`src/rtl/fnd_pkg.sv`:
```
// Shared definitions for the FND display controller.
// Holds the segment codes, the converter state type and constant helpers.
package fnd_pkg;

    // Active-low segment codes, bits[6:0] = g..a
    localparam logic [6:0] SEG_0     = 7'h40;
    localparam logic [6:0] SEG_1     = 7'h79;
    localparam logic [6:0] SEG_2     = 7'h24;
    localparam logic [6:0] SEG_3     = 7'h30;
    localparam logic [6:0] SEG_4     = 7'h19;
    localparam logic [6:0] SEG_5     = 7'h12;
    localparam logic [6:0] SEG_6     = 7'h02;
    localparam logic [6:0] SEG_7     = 7'h78;
    localparam logic [6:0] SEG_8     = 7'h00;
    localparam logic [6:0] SEG_9     = 7'h10;
    localparam logic [6:0] SEG_DASH  = 7'h3F;
    localparam logic [6:0] SEG_BLANK = 7'h7F;

    typedef enum logic [1:0] {
        ST_IDLE  = 2'd0,
        ST_SHIFT = 2'd1,
        ST_DONE  = 2'd2
    } conv_state_t;

    function automatic logic [6:0] seg7_decode(input logic [3:0] nibble);
        case (nibble)
            4'd0:    return SEG_0;
            4'd1:    return SEG_1;
            4'd2:    return SEG_2;
            4'd3:    return SEG_3;
            4'd4:    return SEG_4;
            4'd5:    return SEG_5;
            4'd6:    return SEG_6;
            4'd7:    return SEG_7;
            4'd8:    return SEG_8;
            4'd9:    return SEG_9;
            default: return SEG_BLANK;
        endcase
    endfunction

    // Largest value that fits in the given number of decimal digits
    function automatic logic [31:0] pow10_minus1(input int digits);
        logic [31:0] p;
        p = 32'd1;
        for (int i = 0; i < 9; i++) begin
            if (i < digits) p = p * 32'd10;
        end
        return p - 32'd1;
    endfunction

endpackage

```
`src/rtl/fnd_display_ctrl_bin2bcd.sv`:
```
// Sequential binary to BCD converter using shift-add-3, one input bit per cycle.
// Digits above DIGITS are dropped, so the result is the value modulo 10^DIGITS.
module bin2bcd_seq
    import fnd_pkg::*;
#(
    parameter int WIDTH  = 14,
    parameter int DIGITS = 4
) (
    input  logic                  clk,
    input  logic                  reset,
    input  logic [WIDTH-1:0]      bin_in,
    input  logic                  start,
    output logic                  busy,
    output logic                  done,
    output logic [4*DIGITS-1:0]   bcd_out
);

    localparam int CNT_W = $clog2(WIDTH);

    conv_state_t         r_state;
    conv_state_t         w_nextState;
    logic [WIDTH-1:0]    r_shift;
    logic [4*DIGITS-1:0] r_bcd;
    logic [4*DIGITS-1:0] w_adj;
    logic [CNT_W-1:0]    r_cnt;

    always_ff @(posedge clk or negedge reset) begin
        if (!reset) r_state <= ST_IDLE;
        else        r_state <= w_nextState;
    end

    always_comb begin
        w_nextState = r_state;
        case (r_state)
            ST_IDLE:  if (start) w_nextState = ST_SHIFT;
            ST_SHIFT: if (r_cnt == CNT_W'(WIDTH - 1)) w_nextState = ST_DONE;
            ST_DONE:  w_nextState = ST_IDLE;
            default:  w_nextState = ST_IDLE;
        endcase
    end

    always_comb begin
        w_adj = r_bcd;
        for (int i = 0; i < DIGITS; i++) begin
            if (r_bcd[4*i +: 4] >= 4'd5) w_adj[4*i +: 4] = r_bcd[4*i +: 4] + 4'd3;
        end
    end

    always_ff @(posedge clk or negedge reset) begin
        if (!reset) begin
            r_shift <= '0;
            r_bcd   <= '0;
            r_cnt   <= '0;
        end else begin
            case (r_state)
                ST_IDLE: begin
                    if (start) begin
                        r_shift <= bin_in;
                        r_bcd   <= '0;
                        r_cnt   <= '0;
                    end
                end
                ST_SHIFT: begin
                    r_bcd   <= {w_adj[4*DIGITS-2:0], r_shift[WIDTH-1]};
                    r_shift <= {r_shift[WIDTH-2:0], 1'b0};
                    r_cnt   <= r_cnt + CNT_W'(1);
                end
                default: ;
            endcase
        end
    end

    assign busy    = (r_state != ST_IDLE);
    assign done    = (r_state == ST_DONE);
    assign bcd_out = r_bcd;

endmodule

```
`src/rtl/fnd_display_ctrl.sv`:
```
// Multiplexed 7-segment display controller: sequential BCD conversion feeding
// a held display register that is scanned one digit per TICK_DIV clocks.
module fnd_display_ctrl
    import fnd_pkg::*;
#(
    parameter int WIDTH    = 14,
    parameter int DIGITS   = 4,
    parameter int TICK_DIV = 100_000
) (
    input  logic              clk,
    input  logic              reset,
    input  logic [WIDTH-1:0]  bin_in,
    input  logic              bin_valid,
    input  logic              blank_lz,
    input  logic [DIGITS-1:0] dp_mask,
    output logic              busy,
    output logic              ovf,
    output logic [DIGITS-1:0] fnd_digit,
    output logic [7:0]        fnd_data
);

    localparam logic [31:0] OVF_LIMIT = pow10_minus1(DIGITS);
    localparam int DIV_W = (TICK_DIV > 1) ? $clog2(TICK_DIV) : 1;
    localparam int IDX_W = (DIGITS > 1) ? $clog2(DIGITS) : 1;

    logic                w_start;
    logic                w_done;
    logic [4*DIGITS-1:0] w_bcd;
    logic [4*DIGITS-1:0] r_disp;
    logic                r_ovf;
    logic                r_ovfNext;
    logic [DIV_W-1:0]    r_div;
    logic [IDX_W-1:0]    r_idx;
    logic [DIGITS-1:0]   r_fndDigit;
    logic [7:0]          r_fndData;
    logic [3:0]          w_nibble;
    logic                w_upperZero;
    logic [6:0]          w_seg;
    logic [DIGITS-1:0]   w_digitSel;

    assign w_start = bin_valid & ~busy;

    bin2bcd_seq #(
        .WIDTH  (WIDTH),
        .DIGITS (DIGITS)
    ) u_bin2bcd (
        .clk     (clk),
        .reset   (reset),
        .bin_in  (bin_in),
        .start   (w_start),
        .busy    (busy),
        .done    (w_done),
        .bcd_out (w_bcd)
    );

    // Overflow is judged on the raw input at acceptance and published with the result
    always_ff @(posedge clk or negedge reset) begin
        if (!reset) begin
            r_ovfNext <= 1'b0;
            r_ovf     <= 1'b0;
            r_disp    <= '0;
        end else begin
            if (w_start) r_ovfNext <= (32'(bin_in) > OVF_LIMIT);
            if (w_done) begin
                r_disp <= w_bcd;
                r_ovf  <= r_ovfNext;
            end
        end
    end

    always_ff @(posedge clk or negedge reset) begin
        if (!reset) begin
            r_div <= '0;
            r_idx <= '0;
        end else if (r_div == DIV_W'(TICK_DIV - 1)) begin
            r_div <= '0;
            r_idx <= (r_idx == IDX_W'(DIGITS - 1)) ? '0 : r_idx + IDX_W'(1);
        end else begin
            r_div <= r_div + DIV_W'(1);
        end
    end

    always_comb begin
        w_nibble    = r_disp[4*r_idx +: 4];
        w_upperZero = 1'b1;
        for (int i = 0; i < DIGITS; i++) begin
            if (i >= int'(r_idx) && r_disp[4*i +: 4] != 4'd0) w_upperZero = 1'b0;
        end
        if (r_ovf)
            w_seg = SEG_DASH;
        else if (blank_lz && r_idx != '0 && w_upperZero)
            w_seg = SEG_BLANK;
        else
            w_seg = seg7_decode(w_nibble);
        w_digitSel = ~(DIGITS'(1) << r_idx);
    end

    always_ff @(posedge clk or negedge reset) begin
        if (!reset) begin
            r_fndDigit <= '1;
            r_fndData  <= 8'hFF;
        end else begin
            r_fndDigit <= w_digitSel;
            r_fndData  <= {~dp_mask[r_idx], w_seg};
        end
    end

    assign ovf       = r_ovf;
    assign fnd_digit = r_fndDigit;
    assign fnd_data  = r_fndData;

endmodule
```
`config.mk`:
```
export PLATFORM = sky130hd
export DESIGN_NAME = fnd_display_ctrl
export DESIGN_NICKNAME = d
export VERILOG_FILES = /design/src/rtl/fnd_pkg.sv /design/src/rtl/fnd_display_ctrl_bin2bcd.sv /design/src/rtl/fnd_display_ctrl.sv
export SDC_FILE = /design/constraint.sdc
export NUM_CORES = 1
export LEC_CHECK = 0
export ABC_AREA = 1
export CAP_MARGIN = 20
export CELL_PAD_IN_SITES_DETAIL_PLACEMENT = 1
export CELL_PAD_IN_SITES_GLOBAL_PLACEMENT = 2
export CORE_MARGIN = 4
export CORE_UTILIZATION = 32
export DETAILED_ROUTE_END_ITERATION = 16
export GPL_ROUTABILITY_DRIVEN = 0
export PLACE_DENSITY = 0.78
export SYNTH_ARGS = -nofsm -noshare
export SYNTH_HDL_FRONTEND = slang
export SYNTH_SLANG_ARGS = --single-unit
```
`constraint.sdc`:
```
create_clock -name clk -period 1.5 [get_ports clk]
set_input_delay 0.3 -clock clk [delete_from_list [all_inputs] [get_ports clk]]
set_output_delay 0.3 -clock clk [all_outputs]
set_load 0.01 [all_outputs]
```
## Word-level counts from Yosys, hierarchy flattened

Memory sizes are Yosys's and may differ from the RTL's.
Cells that the tools add are included.

- Magnitude comparators: 9
- Bitwise gates (word level): 4
- Divide/modulo/power cells: 0
- Mux-type cells: 23
- Shift operators: 2
- Reductions and logical operators: 15
- Multiply operators: 0
- Add/subtract/negate cells: 7
- Eq/ne operators: 7

Operators by type and width:

| operator | number |
|---|---|
| $pmux 16 s2 | 1 |
| $pmux 14 s2 | 1 |
| $add 17x1->17 const B | 1 |
| $eq 17x17->1 const B | 1 |
| $mux 17 | 1 |
| $ge 4x3->1 const B | 4 |
| $mux 16 | 1 |
| $mux 4 | 4 |
| $reduce_bool 4->1 | 4 |
| $shiftx 16x5->4 | 1 |
| $gt 14x14->1 const B | 1 |
| $mux 14 | 1 |
| $mux 7 | 2 |
| $add 4x2->4 const B | 3 |
| $pmux 4 s2 | 1 |
| $mux 2 | 3 |
| $reduce_bool 2->1 | 3 |
| $logic_and 1x1->1 | 5 |
| $mux 1 | 5 |
| $add 4x1->4 const B | 1 |
| $eq 2x2->1 const B | 2 |
| $eq 4x4->1 const B | 1 |
| $ge 1x2->1 const A | 2 |
| $ne 2x1->1 const B | 2 |
| other kinds (14) | 16 |

- Output and inout port bits: 14
- Bits in registers: 85
- Bits in read-only memories: 112
- Bits in writable memories: 0
- Input bits: 22
- Memories: 1
- Logic and storage cells: 79
- Latch bits: 0

Memories:

| memory | words | width | read ports | clocked after memory_dff | write ports | line | RTL |
|---|---|---|---|---|---|---|---|
| (name not given) | 16 | 7 | 1 | 0 | 0 | fnd_pkg.sv:26 | `case (nibble)` |

## Longest topological paths before layout

- Depth in word-level cells: 9
- Gate-level depth with buffers: 13

## Modules after synthesis

A second synthesis with hierarchy kept.

- Cell total of the unflattened synthesis: 546
- Area total of the unflattened synthesis: 4436.8 µm²

Modules (own cells, without submodules):

| module | cells an instance | area each (µm²) | times used |
|---|---|---|---|
| fnd_display_ctrl | 305 | 2548.7 | 1 |
| bin2bcd_seq | 241 | 1888.1 | 1 |

## Worst setup path before layout

No wires, ideal clock.

- Path kind: register -> register
- Start: register r_idx[0]
- End: register r_fndData[0], in the netlist fnd_data[0]
- Data required time: 1.420 ns
- Setup time: 0.080 ns
- Cell stages (with the launch flop): 11
- Arrival: 1.524 ns
- Path slack: -0.104 ns
- Cell sequence: dfrtp_1 -> inv_2 -> buf_6 -> nand2_1 -> nand3_1 -> nand2_1 -> inv_1 -> ha_1 -> or2_2 -> nand3_1 -> nand2_1

- Cells in the longest elaborated chain, start to end: 9

Ends and longest elaborated chain:

| element | line | RTL |
|---|---|---|
| from (decl) | fnd_display_ctrl.sv:33 | `logic [IDX_W-1:0] r_idx;` |
| from (signal assigned) | fnd_display_ctrl.sv:77 | `r_idx <= (r_idx == IDX_W'(DIGITS - 1)) ? '0 : r_idx + IDX_W'(1);` |
| branches (longest 7 deep; another with $mem_v2 16x7) | -- |  |
| $mux 7 (*) | fnd_display_ctrl.sv:91 | `else if (blank_lz && r_idx != '0 && w_upperZero)` |
| $mux 7 (*) | fnd_display_ctrl.sv:89 | `if (r_ovf)` |
| net w_seg[0] | fnd_display_ctrl.sv:38 | `logic [6:0] w_seg;` |
| to (signal assigned) | fnd_display_ctrl.sv:104 | `r_fndData <= {~dp_mask[r_idx], w_seg};` |
| to (decl) | fnd_display_ctrl.sv:35 | `logic [7:0] r_fndData;` |

Mark *: on every way through the listed nets, which the timed path passes.
A chain may end at the register's enable or synchronous reset.

## Worst setup path in the final report

- Start: register r_idx[0]
- End: register r_fndData[3], in the netlist fnd_data[3]

The elaborated chain is that of the path after synthesis.

==> flow_summary.yaml <==
timing:
  final-setup-viol-count: 2
  hold-worst-slack_ns: 0.416
  fmax_mhz: 646
  timing.final.crit_period_ns: 1.55
  grt_setup_unrepaired: "yes"
  timing_hold_violations_final: 0
  slew_violations: 0
  finalWorstSetupSlack_ns: -0.0471
  finalCritPeriodShare_pct: 103
  timing.max_slew.rel_slack_pct: 74.4
  max_slew.worst_pin.slew_ns: 0.384
  finalClockSkew_ns: 0.00737
yosys:
  ys_types: 35
  synth_area_per_cell_um2: 8.59
  syn_inst: 499
  synth_top_cells_by_area: "dfrtp_1 (43%), nand2_1 (9.5%), dfstp_2 (7.4%), ha_1 (6.1%), inv_1 (5.6%)"
  yosysWarningCount: 0
  netlist.top_cell.by_area: "dfrtp_1"
  cell_area_synth_um2: 4280
  synth.top_cell.area_share_pct: 42.6
  sequential_share_of_the_synthesized_area_pct: 50.0
  synthesis.nets: 542
  number_of_flip_flops_and_latches_in_the_synthesized_netlist: 85
layout:
  num-fill-cells: 1541
  final-seq-area_um2: 2140
  drive_gt1_share_pct: 26.8
  areaGrowthSynthToFinish_pct: 36.9
  diodes: 0
  finalNonFillerCells: 772
  multi_input_comb_area_um2: 2050
  fin_nets: 634
  layout_commonest_cell: "nand2_1"
  most-common-layout-cells: "nand2_1 (96), dfrtp_1 (71), inv_1 (58)"
critical_path:
  timing.critical_path.cells: "buf_6 -> buf_6 -> nand2_4 -> nand2_1 -> nand2_2 -> nand2_4 -> or2_4 -> nand3_2 -> nand2_1"
  timing.critical_path.required_ns: 1.78
  timing.critical_path.fanout_max: 6
  critical_path_class: "flip-flop to flip-flop"
  critPathArrivalTime_ns: 1.82
  crit_path_max_incr_delay_ns: 0.48
  setup.worst_path.start: "r_idx[0]"
  reg2reg_setup_slack_ns: -0.05
  crit_path_end_kind: "flip-flop"
  regToRegStartpoint: "r_idx[0]"
  crit_path_start_kind: "flip-flop"
  r2r_cells: 9
  critical_path.slowest_cell: "dfrtp_2"
  critical_path.reg2reg.endpoint: "fnd_data[3]"
floorplanning:
  die_boundary_width_um: 124
  dieHeight_um: 124
  design.die.area_um2: 15300
  floorplan.initialDensity_pct: 32.5
  placementRows: 42
  io_pins: 36
  coreArea_um2: 13200
global_routing:
  grtUsageMet2_pct: 26.4
  global_route.usage.met3_pct: 2.95
  grtUsageTotal_pct: 15.7
  global_route.peak_usage_layer: "met2"
  global_route.overflow_total: 0
  grtUsageMet1_pct: 19.9
  antenna_found_initial: 0
  first_global_vias: 3998
  grt_first_pass_wirelength_um: 19000
  maximum_number_of_pins_on_one_net_before_global_route_repair: 35
clock_tree:
  tritoncts_num_sinks: 85
  cts_made_buffers: 9
  htree_levels: 3
  tritoncts: "done"
  cts-root-buf: "clkbuf_16"
  clk_pin_slew_worst_setup_hold_paths_ns: 0.06
  cts_buffer_depth: 2
  latest_clock_arrival_within_the_worst_skew_pair_ns: 0.34
flow_run:
  timing.max_cap.violations: 0
route:
  num_vias: 3641
  routed_wirelength_um: 11400
  detailedRoute.firstIterationViolations: 106
  ant_nets: 0
  route.detailed.drc: 0
  routed_via_count_divided_by_cell_count: 4.72
  route.detailed.wl_per_inst_um: 14.7
  drtPass1Iterations: 4
pwr:
  vdd_drop_max_uv: 725
  p_leak_nw: 2.81
  post-layout-total-power_mw: 9.90
  power_per_cell_area_nw_per_um2: 1690
placed_design:
  numPlacedInstances: 734
  hpwl_um: 7710
  place.port_buffers: 35
  post-place-ws_ns: -0.145
status:
  run_status: "complete, but fails checks"
  failed_checks: "setup timing"
worst_hold_path:
  worstHoldPathType: "primary input to asynchronous set/reset pin"
## final cells by class
| cell class | instances | area share, % |
|---|---|---|
| timing repair buffer | 94 | 14.6 |
| inverter | 69 | 4.65 |
| sequential | 85 | 36.6 |
| clock inverter | 4 | 1.19 |
| multi-input combinational | 332 | 34.9 |
| tap | 176 | 3.75 |
| clock buffer | 12 | 4.37 |
## cell usage after synthesis (all sizes together)
cell type    n
a21o         1
a21oi       20
a22o         1
a22oi        6
a31o         1
a32o         1
buf         10
clkbuf       3
dfrtp       73
dfstp       12
ha          21
inv         69
mux2i        1
nand2      117
nand3       31
nand3b       2
nand4        6
nor2        37
nor3         6
o211ai       1
o21ai       53
o21bai       1
o221ai       5
o22ai        5
or2          7
xnor2        1
xor2         8
## worst max-delay path, delay by kind of cell (launching register included)
| family | cells | cell delay (ns) |
|---|---|---|
| buffers and inverters | 2 | 0.27 |
| AND/OR/NAND/NOR | 7 | 0.73 |
| flip-flops | 1 | 0.48 |
## per-stage QoR
step / area [µm²] / TNS (ns) / utilization [%]
CTS: 5650 / -0.0549 / 42.8
finish: 5870 / -0.0778 / 44.5
global placement: 5120 / -2.00 / 38.8
detailed placement: 5120 / -3.02 / 38.8
global route: 5870 / -0.960 / 44.5
floorplan: 4300 / -0.0130 / -
## logic make-up after synthesis
logic type	after synthesis	share of synthesized area (%)
adders and majority gates	21	6.13
AOI/OAI and AO/OA	95	12.5
and+or+nand+nor	206	21.4
buffers and inverters	82	7.89
muxes	1	0.234
DFF	85	50.0
xor gates and xnor gates	9	1.84
## worst max path at each step
stage	endpoint
floorplan	fnd_data[0]
global placement	u_bin2bcd.r_shift[10]
detailed placement	fnd_data[6]
CTS	fnd_data[6]
global route	fnd_data[3]
finish	fnd_data[3]
## registers in the layout, indices dropped and copies added (netlist names)
register	flops
r_idx	2
u_bin2bcd.r_cnt	4
u_bin2bcd.r_shift	14
u_bin2bcd.r_state	2
r_div	17
u_bin2bcd.bcd_out	16
r_disp	16
r_ovfNext	1
fnd_digit	4
fnd_data	8
ovf	1
## metal layers
metal / vias to the layer above / wire length [µm]
li1: 1803 / -
met1: 1770 / 5120
met2: 51 / 5650
met3: 17 / 372
met4: 0 / 242
met5: - / 0
## report_power, final
group / total (mW) / switching [mW] / internal, mW
clock: 2.45 / 0.904 / 1.54
sequential: 3.49 / 0.451 / 3.04
combinational: 3.96 / 2.20 / 1.76
total: 9.90 / 3.55 / 6.34
## repair_timing
action                     4_1_cts  5_1_grt
hold buffers                     1        0
hold endpoints to repair         9        0
buffers inserted                10       11
pin swaps                       20       11
gates resized for setup         49       34
setup endpoints to repair       40       31
No activity file was read; power rests on OpenSTA's default activity.
==> RTL change 1 (same flow settings) <==
The 3 states of `conv_state_t` get a one-hot encoding in 3 bits.
--- a/src/rtl/fnd_pkg.sv
+++ b/src/rtl/fnd_pkg.sv
@@ -17,8 +17,8 @@
     localparam logic [6:0] SEG_BLANK = 7'h7F;
 
-    typedef enum logic [1:0] {
-        ST_IDLE  = 2'd0,
-        ST_SHIFT = 2'd1,
-        ST_DONE  = 2'd2
+    typedef enum logic [2:0] {
+        ST_IDLE  = 3'b001,
+        ST_SHIFT = 3'b010,
+        ST_DONE  = 3'b100
     } conv_state_t;
 
Behaviour: no difference found for any inputs over 10 cycles, from zero or initial values and one cycle with reset low; not proved beyond that.
==> RTL change 1 against the unedited design <==
  * The run still ends with negative setup slack left
  * Cell area grew 0.98%
  * Area after synthesis grew 0.41%
  * Setup slack gained 0.012 ns
  * Routed wire length shrank 4.5%
  * Sequential cell count grew 1
  * Utilization grew 0.44 points
  * Critical path type unchanged
  * Largest cell class unchanged
Power is not compared: it rests on default switching activity, and its combinational part moved more than twofold at a synthesized area within 25%.
==> RTL change 1: results (changes against the unedited design) <==
* Largest net degree at the start of global routing at 34 (-2.9%)
* Global-route wire length before repair at 18600 µm (-2.3%)
* Clock-pin slew on the worst setup and hold paths at ~0.070 ns
* # diodes at 0 (unchanged)
* Setup TNS at -0.0729 ns (+0.00488 ns)
* Final wirelength at 10900 µm (-4.5%)
* Comb power at approximately 1.5 mW
* Fraction of layout cells with a size suffix above 1 at 27.3% (+0.43 points)
* Distinct cells, synth at 31 (-11%)
* Crit Path Max Fanout at 5 (-1)
* Vias per cell at 4.77 (+1.1%)
* First-pass detailed-route iteration total at 5 (+1)
* Gr usage total at 15.4% (-0.31 points)
* Post-CTS Setup Inserts at 9 (-1)
* Status: finished with violations
* LEAKAGE at between 2 and 3 nW
* Worst Setup Slack, final at -0.0355 ns (+0.0116 ns)
* Syn nets at 552 (+1.8%)
* Clk network pwr share at 36.1%
* Vias in the first global route at 3914 (-2.1%)
* Register area share after synthesis at 50.4% (+0.41 points)
* Max FFs per register at 17 (unchanged)
* Placed Cells at 743 (+1.2%)
* Cts repair resizes at 71 (+45%)
* Final setup viols at 3 (+1)
* Place WS at -0.0950 ns (+0.0504 ns)
* NetSw at 2.03 mW
* DP Wirelength at 7710 µm (about the same)
* Nets at 632 (-0.32%)
* Synth Instances at 509 (+2.0%)
* Max Clock Skew at 0.00869 ns (+0.00132 ns)
* Top post-synthesis cells by area: dfrtp_1 42%, nand2_1 8.5%, dfstp_2 7.9%, ha_1 6.1%, o21ai_0 5.7%
* CTS Buffer Depth at 2 (unchanged)
* Slowest cell delay on critical path at 0.43 ns (-0.05 ns)
* DR iter-0 viols at 154 (+45%)
* Placed inst area at 5140 µm² (+0.46%)
* Worst-margin pin slew at 0.402 ns (+0.0188 ns)
* Commonest cells in the netlist: 97 x nand2_1, 73 x dfrtp_1, 60 x nor2_1
* Via count at 3670 (+0.80%)
* Failing checks: negative setup slack
RTL change 1: cell type report:
class / instances / area (µm²)
tap: 176 / 220
inverter: 65 / 272
clock inverter: 6 / 92.6
multi-input combinational: 346 / 2160
timing repair buffer: 80 / 764
sequential: 86 / 2170
clock buffer: 10 / 239
fill: 1517 / 7270
timing repair inverter: 1 / 7.51
RTL change 1: cell families after synthesis:
| family | share of synthesized area, % |
|---|---|
| adder cells (fa/ha/maj) | 6.11 |
| buffers and inverters | 7.30 |
| AND/OR/NAND/NOR | 22.3 |
| XOR/XNOR | 1.83 |
| flip-flops | 50.4 |
| AO/OA/AOI/OAI | 12.1 |
RTL change 1: worst register-to-register path, cell delays in order, from the launching register on:
cell      delay, ns
dfrtp_2        0.43
buf_12         0.15
clkinv_8       0.07
nand2_4        0.05
nand3_4        0.10
nand2_8        0.09
inv_6          0.07
ha_4           0.13
inv_2          0.03
nand3_2        0.06
nand2_1        0.05
nor2_1         0.09
nor2_1         0.05
nor2_1         0.09
RTL change 1: final timing paths:
kind | startpoint | end | slack [ns] | cells after the start
setup / recovery | r_idx[0] | fnd_data[6] | -0.04 | 13
hold / removal | reset | r_div[4] | 0.43 | 2
setup reg to reg | r_idx[0] | fnd_data[6] | -0.04 | 13
hold reg to reg | u_bin2bcd.r_cnt[3] | u_bin2bcd.r_cnt[3] | 0.48 | 1
max in group asynchronous | reset | fnd_data[2] | 0.54 | 3
min in group clk | u_bin2bcd.r_cnt[3] | u_bin2bcd.r_cnt[3] | 0.48 | 1
RTL change 1: routing by layer:
metal	routed length (µm)	track usage (%)	vias up
li1	-	-	1821
met1	4970	19.2	1782
met2	5380	26.4	52
met3	317	2.95	15
met4	191	5.95	0
met5	0	0	-
==> RTL change 2 (same settings) <==
Made on the original files. `WIDTH` is set to 14 in 2 places; all go to 10.
--- a/src/rtl/fnd_display_ctrl_bin2bcd.sv
+++ b/src/rtl/fnd_display_ctrl_bin2bcd.sv
@@ -4,5 +4,5 @@
     import fnd_pkg::*;
 #(
-    parameter int WIDTH  = 14,
+    parameter int WIDTH  = 10,
     parameter int DIGITS = 4
 ) (
--- a/src/rtl/fnd_display_ctrl.sv
+++ b/src/rtl/fnd_display_ctrl.sv
@@ -4,5 +4,5 @@
     import fnd_pkg::*;
 #(
-    parameter int WIDTH    = 14,
+    parameter int WIDTH    = 10,
     parameter int DIGITS   = 4,
     parameter int TICK_DIV = 100_000
Interface: changed (resized bin_in); port bits go from 36 to 32. The function was not compared with the original's and may differ.
==> RTL change 2 against the unedited design <==
  * Critical path type unchanged
  * Area after synthesis down 5.2%
  * Clock skew about the same
  * Routed wire length down 12%
  * Total power down 4.5%
  * Setup slack better by 0.097 ns
  * Largest power group unchanged
  * Cell area down 9.3%
  * Non-clock buffer count down 29
  * Sequential cell count down 6
  * Hold slack better by 0.057 ns
  * Maximum frequency up 6.7%
==> RTL change 2: results (changes against the unedited design) <==
* Port Buffers at 30 (-14%)
* Clk_lat worst skew at 0.34 ns (about the same)
* Hold_ws at 0.473 ns (+0.0573 ns)
* CTS Buffer Depth at 2 (unchanged)
* Gr usage total at 14.5% (-1.3 points)
* Fraction of layout cells with a size suffix above 1 at 22.0% (-4.8 points)
* R2r setup slk at 0.05 ns (+0.10 ns)
* CTS Buf Count at 9 (unchanged)
* Worst vdd ir at 0.765 mV (+5.4%)
* Placed Cells at 690 (-6.0%)
* Routing usage on met3 at 2.57% (-0.38 points)
* Uppermost routed layer: met4
* Initial antenna violation count at 0 (unchanged)
* LEAKAGE at 2.58 nW (-8.0%)
* Fin cells at 718 (-7.0%)
* Status: finished clean
* Max Clock Skew at 0.00773 ns (+0.000355 ns)
* First-pass detailed-route iteration total at 4 (unchanged)
* Met1 usage at 19.4% (-0.47 points)
* Cell at the root of the clock tree: clkbuf_16
* Nets at 584 (-7.9%)
* Place WS at -0.0969 ns (+0.0485 ns)
* Avg Cell Area, Syn at 8.44 µm² (-1.7%)
* DP Wirelength at 6990 µm (-9.4%)
* R2R depth at 6 (-3)
* Commonest cells in the netlist: 106 x nand2_1, 67 x dfrtp_1, 58 x inv_1
* Met2 global-route usage at 22.7% (-3.6 points)
* Metal2 WL at 4670 µm (-17%)
* Crit path arrival time at 1.74 ns (-0.08 ns)
* Crit Path Max Fanout at 7 (+1)
* CP startpoint: r_idx[0]
* Register area share after synthesis at 49.0% (-0.96 points)
* Distinct cells, synth at 33 (-5.7%)
* Synthesis Warnings at 0 (unchanged)
* Largest net degree at the start of global routing at 45 (+29%)
* Worst hold path type: in -> async
* Crit path time final at 1.45 ns (-0.0966 ns)
* Syn nets at 520 (-4.1%)
* Vias per cell at 4.72 (+0.14%)
* Final wirelength at 9960 µm (-12%)
* DR iter-0 viols at 119 (+12%)
* DR WL met3 at 265 µm (-29%)
* Most flops, register: r_div
* Top post-synthesis cells by area: dfrtp_1 41%, nand2_1 9.8%, dfstp_2 7.8%, ha_1 6.5%, nand3_1 6.2%
* Antenna Violating Nets Remaining at 0 (unchanged)
* Internal power at 6.00 mW (-5.3%)
* Global-route wire length before repair at 16900 µm (-11%)
* Worst Setup EP: fnd_data[6]
* Met1 WL at 4840 µm (-5.5%)
* Vias in the first global route at 3526 (-12%)
* Placed inst area at 4720 µm² (-7.8%)
## RTL change 2: cell count changes in the layout (fill, tap and decap cells not counted), moves of 5 or more
cell | unedited run | this run
o21ai_1 | 19 | 7
buf_4 | 50 | 29
o221ai_1 | 5 | 0
nor3_1 | 6 | 1
nand3_1 | 19 | 39
or2_2 | 6 | 0
inv_1 | 58 | 52
dfrtp_1 | 71 | 65
nor2_1 | 28 | 34
o21ai_0 | 33 | 43
nand2_4 | 10 | 4
a21oi_2 | 5 | 0
a21oi_1 | 15 | 10
## RTL change 2: kinds of logic after synthesis
family,share of synthesized area (%)
other,0.0923
adder cells (fa/ha/maj),6.47
XOR/XNOR,1.94
AND/OR/NAND/NOR,23.9
buffers and inverters,7.73
flip-flops,49.0
AO/OA/AOI/OAI,10.8
## RTL change 2: power groups by stage
stage	logic (mW)	clock network, mW	registers [mW]
floorplan	2.10	0	3.34
global placement	3.04	0	3.40
detailed placement	3.18	0	3.43
CTS	3.20	2.64	3.40
global route	3.99	2.71	3.52
finish	3.47	2.57	3.41
## RTL change 2: layout make-up
| class | count | area (µm²) |
|---|---|---|
| Inverter | 64 | 246 |
| Tap cell | 168 | 210 |
| Sequential cell | 79 | 1990 |
| Fill cell | 1481 | 6890 |
| Multi-Input combinational cell | 326 | 1920 |
| Timing Repair Buffer | 65 | 601 |
| Clock buffer | 10 | 239 |
| Clock inverter | 6 | 108 |
## RTL change 2: timing repair
item	4_1_cts	5_1_grt
endpoints found under the setup margin	20	26
hold buffers	1	0
setup buffers	3	8
cloned	0	0
endpoints found under the hold margin	67	0
pin swaps	9	16
gates resized for setup	29	40
## RTL change 2: critical path, cell delays in order (launching register included)
cell and delay, ns:
dfrtp_2 0.44, buf_4 0.14, buf_4 0.15, ha_4 0.16
o21ai_2 0.17, nand4_4 0.20, nand3_2 0.13
